**src/rtl/cat_apb_pkg.sv**
```systemverilog
// ============================================================================
// Module  : cat_apb_pkg
// Brief   : Shared constants and FSM state type for the cat recognizer APB
//           initiator.
// Revision: 1.0 - initial release
// ============================================================================
`default_nettype none

package cat_apb_pkg;

    localparam int c_AMBA_WORD       = 24;
    localparam int c_AMBA_ADDR_DEPTH = 13;
    localparam int c_LEN_WIDTH       = 8;

    typedef enum logic [1:0] {
        IDLE      = 2'd0,
        WAIT_DATA = 2'd1,
        SETUP     = 2'd2,
        ACCESS    = 2'd3
    } apb_state_e;

endpackage

`default_nettype wire

```
**src/rtl/cat_apb_master.sv**
```systemverilog
// ============================================================================
// Module  : cat_apb_master
// Brief   : Command/data stream to APB initiator with incrementing bursts,
//           feeding the cat recognizer's slave port.
// Revision: 1.0 - initial release
// ============================================================================
`default_nettype none

module cat_apb_master
    import cat_apb_pkg::*;
#(
    parameter int AMBA_WORD       = c_AMBA_WORD,
    parameter int AMBA_ADDR_DEPTH = c_AMBA_ADDR_DEPTH,
    parameter int LEN_WIDTH       = c_LEN_WIDTH
) (
    input  logic                       clk_i,
    input  logic                       rst_ni,
    input  logic                       cmd_valid_i,
    output logic                       cmd_ready_o,
    input  logic                       cmd_write_i,
    input  logic [AMBA_ADDR_DEPTH-1:0] cmd_addr_i,
    input  logic [LEN_WIDTH-1:0]       cmd_len_i,
    input  logic                       wd_valid_i,
    output logic                       wd_ready_o,
    input  logic [AMBA_WORD-1:0]       wd_data_i,
    output logic                       rsp_valid_o,
    output logic [AMBA_WORD-1:0]       rsp_rdata_o,
    output logic                       done_o,
    output logic                       psel_o,
    output logic                       penable_o,
    output logic                       pwrite_o,
    output logic [AMBA_ADDR_DEPTH-1:0] paddr_o,
    output logic [AMBA_WORD-1:0]       pwdata_o,
    input  logic [AMBA_WORD-1:0]       prdata_i
);

    apb_state_e                 state_q, state_d;
    logic [AMBA_ADDR_DEPTH-1:0] addr_q, addr_d;
    logic [LEN_WIDTH-1:0]       cnt_q, cnt_d;
    logic                       write_q, write_d;
    logic [AMBA_WORD-1:0]       wdata_q, wdata_d;
    logic [AMBA_WORD-1:0]       rdata_q, rdata_d;
    logic                       rsp_valid_q, rsp_valid_d;
    logic                       done_q, done_d;
    logic                       psel_q, psel_d;
    logic                       penable_q, penable_d;

    always_ff @(posedge clk_i or negedge rst_ni) begin
        if (!rst_ni) begin
            state_q     <= IDLE;
            addr_q      <= '0;
            cnt_q       <= '0;
            write_q     <= 1'b0;
            wdata_q     <= '0;
            rdata_q     <= '0;
            rsp_valid_q <= 1'b0;
            done_q      <= 1'b0;
            psel_q      <= 1'b0;
            penable_q   <= 1'b0;
        end else begin
            state_q     <= state_d;
            addr_q      <= addr_d;
            cnt_q       <= cnt_d;
            write_q     <= write_d;
            wdata_q     <= wdata_d;
            rdata_q     <= rdata_d;
            rsp_valid_q <= rsp_valid_d;
            done_q      <= done_d;
            psel_q      <= psel_d;
            penable_q   <= penable_d;
        end
    end

    always_comb begin
        state_d     = state_q;
        addr_d      = addr_q;
        cnt_d       = cnt_q;
        write_d     = write_q;
        wdata_d     = wdata_q;
        rdata_d     = rdata_q;
        rsp_valid_d = 1'b0;
        done_d      = 1'b0;
        cmd_ready_o = 1'b0;
        wd_ready_o  = 1'b0;

        case (state_q)
            IDLE: begin
                cmd_ready_o = 1'b1;
                if (cmd_valid_i) begin
                    write_d = cmd_write_i;
                    addr_d  = cmd_addr_i;
                    cnt_d   = cmd_len_i;
                    state_d = cmd_write_i ? WAIT_DATA : SETUP;
                end
            end
            WAIT_DATA: begin
                wd_ready_o = 1'b1;
                if (wd_valid_i) begin
                    wdata_d = wd_data_i;
                    state_d = SETUP;
                end
            end
            SETUP: begin
                state_d = ACCESS;
            end
            ACCESS: begin
                if (!write_q) begin
                    rdata_d     = prdata_i;
                    rsp_valid_d = 1'b1;
                end
                if (cnt_q != '0) begin
                    addr_d = addr_q + 1'b1;
                    cnt_d  = cnt_q - 1'b1;
                    if (write_q) begin
                        // Next beat's data may be taken here to skip WAIT_DATA.
                        wd_ready_o = 1'b1;
                        if (wd_valid_i) begin
                            wdata_d = wd_data_i;
                            state_d = SETUP;
                        end else begin
                            state_d = WAIT_DATA;
                        end
                    end else begin
                        state_d = SETUP;
                    end
                end else begin
                    state_d = IDLE;
                    done_d  = 1'b1;
                end
            end
            default: begin
                state_d = IDLE;
            end
        endcase

        psel_d    = (state_d == SETUP) || (state_d == ACCESS);
        penable_d = (state_d == ACCESS);
    end

    assign rsp_valid_o = rsp_valid_q;
    assign rsp_rdata_o = rdata_q;
    assign done_o      = done_q;
    assign psel_o      = psel_q;
    assign penable_o   = penable_q;
    assign pwrite_o    = write_q;
    assign paddr_o     = addr_q;
    assign pwdata_o    = wdata_q;

endmodule

`default_nettype wire

```
**config.mk**
```make
export PLATFORM = sky130hd
export DESIGN_NAME = cat_apb_master
export DESIGN_NICKNAME = d
export VERILOG_FILES = /design/src/rtl/cat_apb_pkg.sv /design/src/rtl/cat_apb_master.sv
export SDC_FILE = /design/constraint.sdc
export NUM_CORES = 1
export LEC_CHECK = 0
export ABC_CLOCK_PERIOD_IN_PS = 4300
export CORE_MARGIN = 8
export CORE_UTILIZATION = 40
export CTS_CLUSTER_DIAMETER = 60
export DETAILED_ROUTE_END_ITERATION = 16
export PLACE_DENSITY = 0.75
export SLEW_MARGIN = 15
export SYNTH_ARGS = -nofsm -noshare
export SYNTH_HDL_FRONTEND = slang
export SYNTH_SLANG_ARGS = --single-unit
```
**constraint.sdc**
```tcl
create_clock -name clk_i -period 4.3 [get_ports clk_i]
set_clock_uncertainty 0.1 [all_clocks]
set_input_delay 0.43 -clock clk_i [delete_from_list [all_inputs] [get_ports clk_i]]
set_output_delay 0.43 -clock clk_i [all_outputs]
set_load 0.02 [all_outputs]
```
# Word level (Yosys, flattened, before mapping)
# Cells that the tools add are included.
[word_totals]
input_bits = 74
reg_bits = 76
elab_cells = 55
out_inout_bits = 68
[op_classes]
bitwise_logic = 1
add_sub_neg = 2
n_eq_ne = 8
n_reduce_logical = 9
muxes = 25
[ops]
columns = ["op", "count"]
rows = [
  ["2-to-1 mux 24 bit", 3],
  ["one-hot mux 24 bit (2 select lines)", 1],
  ["2-to-1 mux 13 bit", 2],
  ["one-hot mux 13 bit (2 select lines)", 1],
  ["2-to-1 mux 8 bit", 2],
  ["one-hot mux 8 bit (2 select lines)", 1],
  ["adder 13 x 1 -> 13 bit (second input constant)", 1],
  ["2-to-1 mux 2 bit", 6],
  ["equality test 2 bit (second input constant)", 4],
  ["one-hot mux 2 bit (4 select lines)", 1],
  ["nonzero test 8 bit", 1],
  ["subtractor 8 x 1 -> 8 bit (second input constant)", 1],
  ["2-to-1 mux 1 bit", 7],
  ["inequality test 2 bit (second input constant)", 3],
  ["AND reduction 3 bit", 2],
  ["AND reduction 2 bit", 2],
  ["nonzero test 2 bit", 2],
  ["equality test 2 x 1 -> 1 bit (second input constant)", 1],
  ["logical NOT 2 bit", 1],
  ["one-hot mux 1 bit (2 select lines)", 1],
  ["logical OR 1 bit", 1],
  ["inverter 1 bit", 1],
]

# Longest topological paths before layout
# Gate-level depths: netlist (run 1).
[logic_depth]
word_depth = 6
depth_mapped = 7
mapped_depth_nobuf = 6

# Least setup slack after synthesis (run 1)
# OpenSTA, ideal clock, no wires.
[synth_timing]
path_type = "register to output"
from = "reg cnt_q[0]"
to = "out wd_ready_o"
t_required_ps = 3770
path_stages_with_launch = 7
path_slack_ps = 2132
path_buffers = 0
arrival_time_ps = 1638
path_cell_list = "dfrtp_1 -> inv_1 -> ha_1 -> nor4b_2 -> nand2_1 -> a21oi_1 -> nor2b_1"
[synth_between]
elab_chain_cells = 3
[synth_lines]
columns = ["element", "line_no", "source"]
rows = [
  ["start: declaration", "cat_apb_master.sv:39", "logic [LEN_WIDTH-1:0] cnt_q, cnt_d;"],
  ["start signal: assignment", "cat_apb_master.sv:63", "cnt_q <= cnt_d;"],
  ["nonzero test 8 bit", "cat_apb_master.sv:111", "if (cnt_q != '0) begin"],
  ["2-to-1 mux 1 bit", "cat_apb_master.sv:111", ""],
  ["one-hot mux 1 bit (2 select lines)", "cat_apb_master.sv:86", "case (state_q)"],
  ["end: declaration", "cat_apb_master.sv:24", "output logic wd_ready_o,"],
]
# Every way passes these cells.

# Worst setup path in the final report (run 1)
# Ends and elaborated chain as after synthesis.

==> metrics.yaml, run 1 <==
sta:
  hold_viol: 0
  worst_slew_pin_slew_ns: 1.06
  fin_crit_sh_pct: 77.0
  fin_setup_tns_ns: 0
  drv_slew: 0
  fmax_mhz: 302
  layout_min_cycle_time_ns: 3.31
  setup_viol_count_final: 0
  slew_headroom_pct: 29.4
  rsz0062_at_grt: "false"
  worst_slack_ns: 0.988
layout:
  fill_cells: 664
  drive_gt1_share_pct: 19.2
  nets: 478
  utilization_pct: 62.2
  area_growth_syn_to_layout_pct: 50.8
  antennaDiodeCount: 0
clock_tree:
  cts.path.max_buffers: 2
  root_buffer: "clkbuf_8"
  numClockSinks: 76
  cts_inserted_buffers: 9
  ctsResizeCount: 0
  h-tree-depth: 3
  cts_setup_buffers: 0
  clkSlewWorstSetupHoldPaths_ns: 0.08
  clk_latency_ns: 0.35
  cts_hold_buf: 0
  cts_tree: "done"
logic_synthesis:
  yosysSeqAreaShare_pct: 56.4
  syn_nets: 337
  synthCells: 261
  synth_top_flop_cell: "dfrtp_1"
  syn-cell-area_um2: 3370
  syn_avg_cell_area_um2: 12.9
  synth_edf_count: 0
  ys_warn_count: 0
  yosys_register_bits: 76
  yosysUniqueCellTypes: 44
  synthArstFlopShare_pct: 100
run_status:
  status: "finished clean"
hold_path:
  hp-class: "in -> async"
setup_path:
  path_depth: 7
  r2r_setup_slack_ns: 1.73
  worstPathMaxFanout: 6
  regToRegStartpoint: "cnt_q[0]$_DFFE_PN0P_"
  max_stage_delay_ns: 0.56
  path_cells: "inv_1 > ha_1 > nor4b_2 > nand2_1 > a21oi_1 > nor2b_1 > clkdlybuf4s50_1"
  critical-path-top-delay-family: "simple AND/OR/NAND/NOR gates"
  worstPathArrival_ns: 2.78
  crit_buf_inv: 2
  crit_type: "reg -> out"
  timing.critical_path.to: "wd_ready_o"
  cp.required_ns: 3.77
  critPathCaptureType: "primary output"
  r2r_cells: 6
  critical_path.slowest_cell: "clkdlybuf4s50_1"
  start_kind: "flip-flop"
  cp-startpoint: "cnt_q[0]$_DFFE_PN0P_"
  r2r_end: "pwdata_o[1]$_DFFE_PN0P_"
placement:
  place_ws_ns: 1.36
  io_buffers: 141
  hpwl_mm: 7.29
  place.gp.congestion: 0.799
job:
  drv_cap: 0
power:
  power_density_nw_per_um2: 799
  p_leak_nw: 2.08
  ir_worst_vdd_mv: 0.288
  power_mw: 4.06
floorplanning:
  ios: 142
  fp.dieH_um: 108
  start_util_pct: 41.2
  fp.dieW_um: 108
  rows: 33
  core_area_um2: 8180
  fp.dieArea_um2: 11600
drt:
  first_pass_iters: 4
  viasPerCell: 5.19
  wl_per_cell_um: 19.0
  remaining_drc_errors: 0
  vias: 2655
  wl_mm: 9.73
  ant_nets: 0
  drt_iter0_drc: 120
global_routing:
  grt_use_total_pct: 17.0
  grt_pass1_wl_mm: 15.3
  antenna_found_initial: 0
  grt_pass1_vias: 2774
  grt_max_degree: 77
  grt-ovfl-total: 0
[power breakdown]
part           leakage (nW)  total (mW)  internal (mW)  switching [mW]
registers             0.888        1.36           1.08           0.284
logic                  1.09        2.12           1.11            1.01
clock network         0.102       0.573          0.301           0.272
total                  2.08        4.06           2.49            1.57
[cells by family (layout without fill, tap and decap cells)]
family | after synthesis | after routing | synth area share [%]
AOI/OAI and AO/OA | 47 | 47 | 10.8
buffers and inverters | 16 | 162 | 2.41
adders and majority gates | 2 | 2 | 0.742
DFF | 76 | 76 | 56.4
and+or+nand+nor | 69 | 69 | 10.5
muxes | 51 | 51 | 19.2
[per-layer routing]
| metal | routed length (um) | vias to the layer above | track usage [%] |
|---|---|---|---|
| met1 | 4400 | 1280 | 22.4 |
| met5 | 0 | - | 0 |
| met3 | 794 | 12 | 4.91 |
| met2 | 4360 | 116 | 25.0 |
| li1 | - | 1247 | - |
| met4 | 180 | 0 | 7.93 |
[cell type report]
| class | count | area [um^2] | share of cell area, % |
|---|---|---|---|
| sequential | 76 | 1900 | 37.4 |
| timing repair buffer | 142 | 1420 | 27.9 |
| multi-input combinational | 169 | 1410 | 27.7 |
| clock buffer | 11 | 151 | 2.98 |
| tap | 105 | 131 | 2.58 |
| clock inverter | 5 | 58.8 | 1.16 |
| inverter | 4 | 15.0 | 0.295 |
[Yosys cell counts (2+ instances only)]
library cell / count / area, um^2
clkbuf_1: 4 / 15.0
and2_1: 3 / 18.8
nor3_1: 6 / 30.0
o21ai_0: 3 / 15.0
ha_1: 2 / 25.0
mux2_2: 28 / 315
mux2i_1: 3 / 30.0
nand4_1: 4 / 25.0
and3_1: 3 / 18.8
nor2_1: 20 / 75.1
buf_6: 2 / 22.5
a21oi_2: 2 / 17.5
inv_1: 4 / 15.0
a311oi_1: 7 / 61.3
o221a_2: 2 / 22.5
a211oi_1: 10 / 75.1
and4_1: 3 / 26.3
nand3_1: 4 / 20.0
dfrtp_1: 76 / 1900
mux2_4: 20 / 300
buf_2: 5 / 25.0
o211ai_1: 3 / 22.5
o22ai_1: 2 / 12.5
or3_1: 2 / 12.5
a21oi_1: 6 / 30.0
nand2_1: 17 / 63.8
o311ai_0: 3 / 26.3
[registers in the layout (all words and copies together) (netlist names)]
| signal | flops |
|---|---|
| pwrite_o | 1 |
| done_o | 1 |
| penable_o | 1 |
| cnt_q | 8 |
| rsp_rdata_o | 24 |
| rsp_valid_o | 1 |
| state_q | 2 |
| paddr_o | 13 |
| pwdata_o | 24 |
| psel_o | 1 |
[worst register-to-register path, stage by stage, from the launching register on]
cell     delay (ns)
dfrtp_1        0.43
inv_1          0.07
ha_1           0.24
or4b_4         0.25
o21ai_2        0.08
a21oi_4        0.84
mux2_2         0.45
[cell usage in the layout, fill, tap and decap left out, types with 2 or more instances in the layout]
cell,n
clkdlybuf4s50_1,140
dfrtp_1,76
mux2_2,28
mux2_4,20
nor2_1,19
nand2_1,17
clkbuf_8,11
a211oi_1,10
a311oi_1,7
nor3_1,6
a21oi_1,6
inv_1,4
nand4_1,4
nand3_1,4
o311ai_0,3
and2_1,3
and4_1,3
o21ai_0,3
and3_1,3
o211ai_1,3
mux2i_1,3
o22ai_1,2
o221a_2,2
or3_1,2
ha_1,2
clkinvlp_4,2
buf_4,2
[worst min path at each step]
stage / startpoint / end / slack (ns)
2_1_floorplan: rst_ni / cnt_q[0]$_DFFE_PN0P_ / 0.03
5_1_grt: rst_ni / rsp_rdata_o[12]$_DFFE_PN0P_ / 0.19
4_1_cts: rst_ni / rsp_rdata_o[12]$_DFFE_PN0P_ / 0.16
3_3_place_gp: rsp_rdata_o[23]$_DFFE_PN0P_ / rsp_rdata_o[23]$_DFFE_PN0P_ / 0.39
6_report: rst_ni / rsp_rdata_o[13]$_DFFE_PN0P_ / 0.12
3_5_place_dp: rsp_rdata_o[23]$_DFFE_PN0P_ / rsp_rdata_o[23]$_DFFE_PN0P_ / 0.39
[metrics by stage]
stage | instances | cell area, um^2 | hold WS [ns]
6_report | 512 | 5080 | 0.119
4_1_cts | 512 | 5080 | 0.160
2_1_floorplan | 261 | 3370 | 0.0344
3_5_place_dp | 496 | 4870 | 0.395
5_1_grt | 512 | 5080 | 0.193
3_3_place_gp | 496 | 4870 | 0.388
No activity file was read; power rests on OpenSTA's default activity.
==> run 2, diff against run 1 <==
--- a/config.mk
+++ b/config.mk
@@ -5,12 +5,12 @@
 export SDC_FILE = /design/constraint.sdc
 export NUM_CORES = 1
 export LEC_CHECK = 0
-export ABC_CLOCK_PERIOD_IN_PS = 4300
+export ABC_CLOCK_PERIOD_IN_PS = 2750
 export CORE_MARGIN = 8
-export CORE_UTILIZATION = 40
+export CORE_UTILIZATION = 39
 export CTS_CLUSTER_DIAMETER = 60
 export DETAILED_ROUTE_END_ITERATION = 16
-export PLACE_DENSITY = 0.75
+export PLACE_DENSITY = 0.76
 export SLEW_MARGIN = 15
 export SYNTH_ARGS = -nofsm -noshare
 export SYNTH_HDL_FRONTEND = slang
==> constraint.sdc (replaced) <==
create_clock -name clk_i -period 2.75 [get_ports clk_i]
set_clock_uncertainty 0.1 [all_clocks]
set_input_delay 0.275 -clock clk_i [delete_from_list [all_inputs] [get_ports clk_i]]
set_output_delay 0.275 -clock clk_i [all_outputs]
set_load 0.02 [all_outputs]
==> metrics.yaml, run 2 (synthesis results as in run 1) <==
sta:
  worst_slew_pin_slew_ns: 0.961
  fin_crit_sh_pct: 85.5
  hold_viol: 14
  drv_slew: 0
  fmax_mhz: 425
  slew_headroom_pct: 35.9
  hold-worst-slack_ns: -0.0184
  layout_min_cycle_time_ns: 2.35
  rsz0062_at_grt: "false"
  fin_setup_tns_ns: 0
  setup_viol_count_final: 0
global_routing:
  grt_pass1_wl_mm: 14.5
  met2_usage_pct: 24.6
  grt_max_degree: 77
  grt_use_total_pct: 15.7
  use_met3_pct: 4.49
  grt-ovfl-total: 0
  antenna_found_initial: 0
  grt_pass1_vias: 2797
  use_met1_pct: 20.2
  top_usage_layer: "met2"
clock_tree:
  cts_tree: "done"
  numClockSinks: 76
  cts_hold_buf: 0
  clk_latency_ns: 0.34
  cts_inserted_buffers: 9
  h-tree-depth: 3
  root_buffer: "clkbuf_8"
  cts_setup_buffers: 0
  cts.path.max_buffers: 2
  clkSlewWorstSetupHoldPaths_ns: 0.08
power:
  power_switching_mw: 2.45
  ir_worst_vdd_mv: 0.493
  p_leak_nw: 2.13
  clkPwrFrac_pct: 14.5
  internal-power_mw: 3.97
  p_comb_share_pct: 52.1
  pwr-share-seq_pct: 33.4
  switching_share_pct: 38.1
  power_density_nw_per_um2: 1250
layout:
  layout_common_cells: "clkdlybuf4s50_1 (139), dfrtp_1 (76), mux2_2 (28)"
  layout_commonest_cell: "clkdlybuf4s50_1"
  utilization_pct: 60.2
  multiInputGateArea_um2: 1410
  antennaDiodeCount: 0
  fill_cells: 683
  seq_area_um2: 1900
  drive_gt1_share_pct: 20.4
  nets: 484
  area_growth_syn_to_layout_pct: 52.6
run_status:
  status: "finished, violations left"
  violations: "negative hold slack"
setup_path:
  worstPathArrival_ns: 2.47
  start_kind: "flip-flop"
  crit_type: "reg -> reg"
  cp.required_ns: 2.87
  r2r_setup_slack_ns: 0.40
  critPathCaptureType: "flip-flop"
  regToRegStartpoint: "cnt_q[0]$_DFFE_PN0P_"
  r2r_end: "pwdata_o[7]$_DFFE_PN0P_"
  worstPathMaxFanout: 24
  r2r_cells: 7
placement:
  place.gp.congestion: 0.813
  io_buffers: 141
  hpwl_mm: 6.83
drt:
  wl_mm: 9.35
  ant_nets: 0
  first_pass_iters: 6
  viasPerCell: 5.15
  drt_iter0_drc: 94
  vias: 2678
  wl_per_cell_um: 18.0
  remaining_drc_errors: 0
floorplanning:
  start_util_pct: 39.4
  rows: 34
  ios: 142
  fp.dieW_um: 109
  fp.dieH_um: 109
  core_area_um2: 8550
  fp.dieArea_um2: 11900
job:
  drv_cap: 0
hold_path:
  hp-class: "in -> async"
run 2: cell count changes in the layout (fill, tap and decap cells not counted), sizes merged:
| cell | before | now |
|---|---|---|
| bufinv | 1 | 2 |
| inv | 5 | 4 |
| clkbuf | 11 | 9 |
| clkinv | 1 | 3 |
| clkinvlp | 2 | 1 |
| clkdlybuf4s50 | 140 | 139 |
| dlymetal6s2s | 0 | 1 |
| buf | 2 | 8 |
run 2: repair_timing:
action | in CTS | in global routing
setup endpoints to repair | 1 | 1
endpoints found under the hold margin | 0 | 0
resized for setup | 1 | 2
run 2: worst max path at each step:
stage	startpoint	slack, ns	endpoint
after global routing	cnt_q[0]$_DFFE_PN0P_	0.25	wd_ready_o
final	cnt_q[0]$_DFFE_PN0P_	0.40	pwdata_o[7]$_DFFE_PN0P_
after CTS	cnt_q[0]$_DFFE_PN0P_	0.01	wd_ready_o
after floorplan	cnt_q[0]$_DFFE_PN0P_	0.67	pwdata_o[10]$_DFFE_PN0P_
after detailed placement	cnt_q[0]$_DFFE_PN0P_	0.37	wd_ready_o
after global placement	cnt_q[0]$_DFFE_PN0P_	0.46	wd_ready_o
run 2: area by class of cell:
| class | instances | area share [%] |
|---|---|---|
| inverters | 4 | 0.292 |
| clock inverters | 6 | 1.75 |
| clock buffers | 9 | 2.41 |
| multi-input cells | 169 | 27.5 |
| flip-flops and latches | 76 | 37.0 |
| well taps | 108 | 2.63 |
| repair buffers | 148 | 28.5 |
run 2: per-stage QoR:
stage / worst slack [ns] / area [um^2] / instances / power, mW
floorplan: 0.673 / 3370 / 261 / 4.01
global placement: 0.459 / 4920 / 505 / 5.43
detailed placement: 0.368 / 4920 / 505 / 5.53
CTS: 0.0133 / 5130 / 520 / 6.48
global route: 0.252 / 5140 / 520 / 6.80
finish: 0.398 / 5140 / 520 / 6.42
run 2: power by group through the flow:
stage / Sequential, mW / Clock [mW] / Combinational (mW)
final: 2.14 / 0.931 / 3.35
after detailed placement: 2.15 / 0 / 3.37
after CTS: 2.14 / 0.957 / 3.39
after global placement: 2.13 / 0 / 3.31
after floorplan: 2.66 / 0 / 1.35
after global routing: 2.23 / 0.999 / 3.57
run 2: per-layer routing:
layer	vias to the layer above	routed length, um
met5	-	0
met4	0	138
met3	11	773
met2	102	4340
met1	1305	4100
li1	1260	-
run 2: critical path, stage by stage (launching register included):
cell and delay [ns]:
dfrtp_1 0.43, inv_1 0.07, ha_1 0.22, or4b_4 0.52
o21ai_2 0.20, a21oi_4 0.07, buf_4 0.27, mux2_4 0.34
==> run 3, diff against run 2 <==
--- a/config.mk
+++ b/config.mk
@@ -6,7 +6,7 @@
 export NUM_CORES = 1
 export LEC_CHECK = 0
 export ABC_CLOCK_PERIOD_IN_PS = 2750
-export CORE_MARGIN = 8
+export CORE_MARGIN = 2
 export CORE_UTILIZATION = 39
 export CTS_CLUSTER_DIAMETER = 60
 export DETAILED_ROUTE_END_ITERATION = 16
==> metrics.yaml, run 3 (synthesis results as in run 1) <==
placement:
  io_buffers: 141
  hpwl_mm: 6.33
  place_ws_ns: 0.273
  place_area_um2: 4900
  dp_cells: 501
  place.gp.congestion: 0.807
floorplanning:
  fp.dieArea_um2: 9400
  fp.dieH_um: 97.0
  fp.dieW_um: 97.0
  ios: 142
  start_util_pct: 40.6
  core_area_um2: 8300
  rows: 33
run_status:
  status: "finished, violations left"
  violations: "negative hold slack"
layout:
  nets: 483
  multiInputGateArea_um2: 1420
  layout_commonest_cell: "clkdlybuf4s50_1"
  fin_area_um2: 5150
  layout_common_cells: "clkdlybuf4s50_1 (139), dfrtp_1 (76), mux2_2 (28)"
  final_cells: 516
  seq_area_um2: 1900
  antennaDiodeCount: 0
  fill_cells: 670
  utilization_pct: 62.0
  area_growth_syn_to_layout_pct: 52.7
  drive_gt1_share_pct: 20.4
sta:
  fmax_mhz: 399
  worst_slew_pin_slew_ns: 1.03
  fin_crit_sh_pct: 91.2
  hold_viol: 32
  worst_slack_ns: 0.243
  hold-worst-slack_ns: -0.0284
  drv_slew: 0
  layout_min_cycle_time_ns: 2.51
  slew_headroom_pct: 31.2
  setup_viol_count_final: 0
  rsz0062_at_grt: "false"
  fin_setup_tns_ns: 0
hold_path:
  hp-class: "in -> async"
global_routing:
  grt_pass1_vias: 2771
  grt_max_degree: 77
  grt_use_total_pct: 19.4
  use_met3_pct: 5.13
  grt_pass1_wl_mm: 14.6
  grt-ovfl-total: 0
  antenna_found_initial: 0
  use_met1_pct: 24.7
  met2_usage_pct: 31.8
  top_usage_layer: "met2"
setup_path:
  worstPathMaxFanout: 24
  start_kind: "flip-flop"
  cp.required_ns: 2.88
  critPathCaptureType: "flip-flop"
  crit_type: "reg -> reg"
  worstPathArrival_ns: 2.64
clock_tree:
  h-tree-depth: 3
  cts_setup_buffers: 0
  cts_tree: "done"
  cts.path.max_buffers: 2
  root_buffer: "clkbuf_8"
  cts_inserted_buffers: 9
  numClockSinks: 76
  clkSlewWorstSetupHoldPaths_ns: 0.08
  clk_latency_ns: 0.35
power:
  power_density_nw_per_um2: 1260
  p_leak_nw: 2.13
  ir_worst_vdd_mv: 0.554
  power_mw: 6.46
drt:
  drt_iter0_drc: 69
  vias: 2719
  first_pass_iters: 4
  wl_mm: 8.81
  remaining_drc_errors: 0
  wl_per_cell_um: 17.1
  viasPerCell: 5.27
  ant_nets: 0
job:
  drv_cap: 0
-- run 3: power breakdown --
group	total [mW]	switching, mW	leakage (nW)	internal [mW]
Sequential	2.15	0.463	0.888	1.69
Clock	0.964	0.410	0.111	0.554
Combinational	3.35	1.56	1.13	1.79
Total	6.46	2.44	2.13	4.03
-- run 3: cell type report --
| cell class | instances | share of cell area (%) |
|---|---|---|
| well taps | 105 | 2.55 |
| repair buffers | 147 | 28.3 |
| multi-input cells | 169 | 27.5 |
| inverters | 4 | 0.292 |
| flip-flops and latches | 76 | 37.0 |
| clock buffers | 11 | 2.94 |
| clock inverters | 4 | 1.41 |
-- run 3: worst paths after layout --
| path | end | start | cells past startpoint | slack, ns |
|---|---|---|---|---|
| max | pwdata_o[1]$_DFFE_PN0P_ | cnt_q[0]$_DFFE_PN0P_ | 6 | 0.24 |
| min | rsp_rdata_o[10]$_DFFE_PN0P_ | rst_ni | 1 | -0.03 |
| max reg2reg | pwdata_o[1]$_DFFE_PN0P_ | cnt_q[0]$_DFFE_PN0P_ | 6 | 0.24 |
| min reg2reg | rsp_rdata_o[0]$_DFFE_PN0P_ | rsp_rdata_o[0]$_DFFE_PN0P_ | 1 | 0.41 |
| max in group asynchronous | cnt_q[7]$_DFFE_PN0P_ | rst_ni | 1 | 1.96 |
| min in group clk_i | paddr_o[1]$_DFFE_PN0P_ | cmd_addr_i[1] | 3 | 0.39 |
-- run 3: metal layers --
metal	share of wire, %	vias to the layer above	wire length, um
met5	0	-	0
met4	1.9	0	164
met3	5.9	12	520
met2	48	111	4260
met1	44	1339	3860
li1	-	1257	-
-- run 3: worst max-delay path: stages (launching register included) --
cell and delay, ns:
dfrtp_1 0.41, inv_1 0.06, ha_1 0.25, or4b_4 0.25, o21ai_2 0.08, a21oi_4 0.82, mux2_2 0.42
-- run 3: timing repair --
action                                  CTS  global route
hold buffers                              0             0
pin swaps                                 0             0
endpoints found under the setup margin    1             1
resized for setup                         1             3
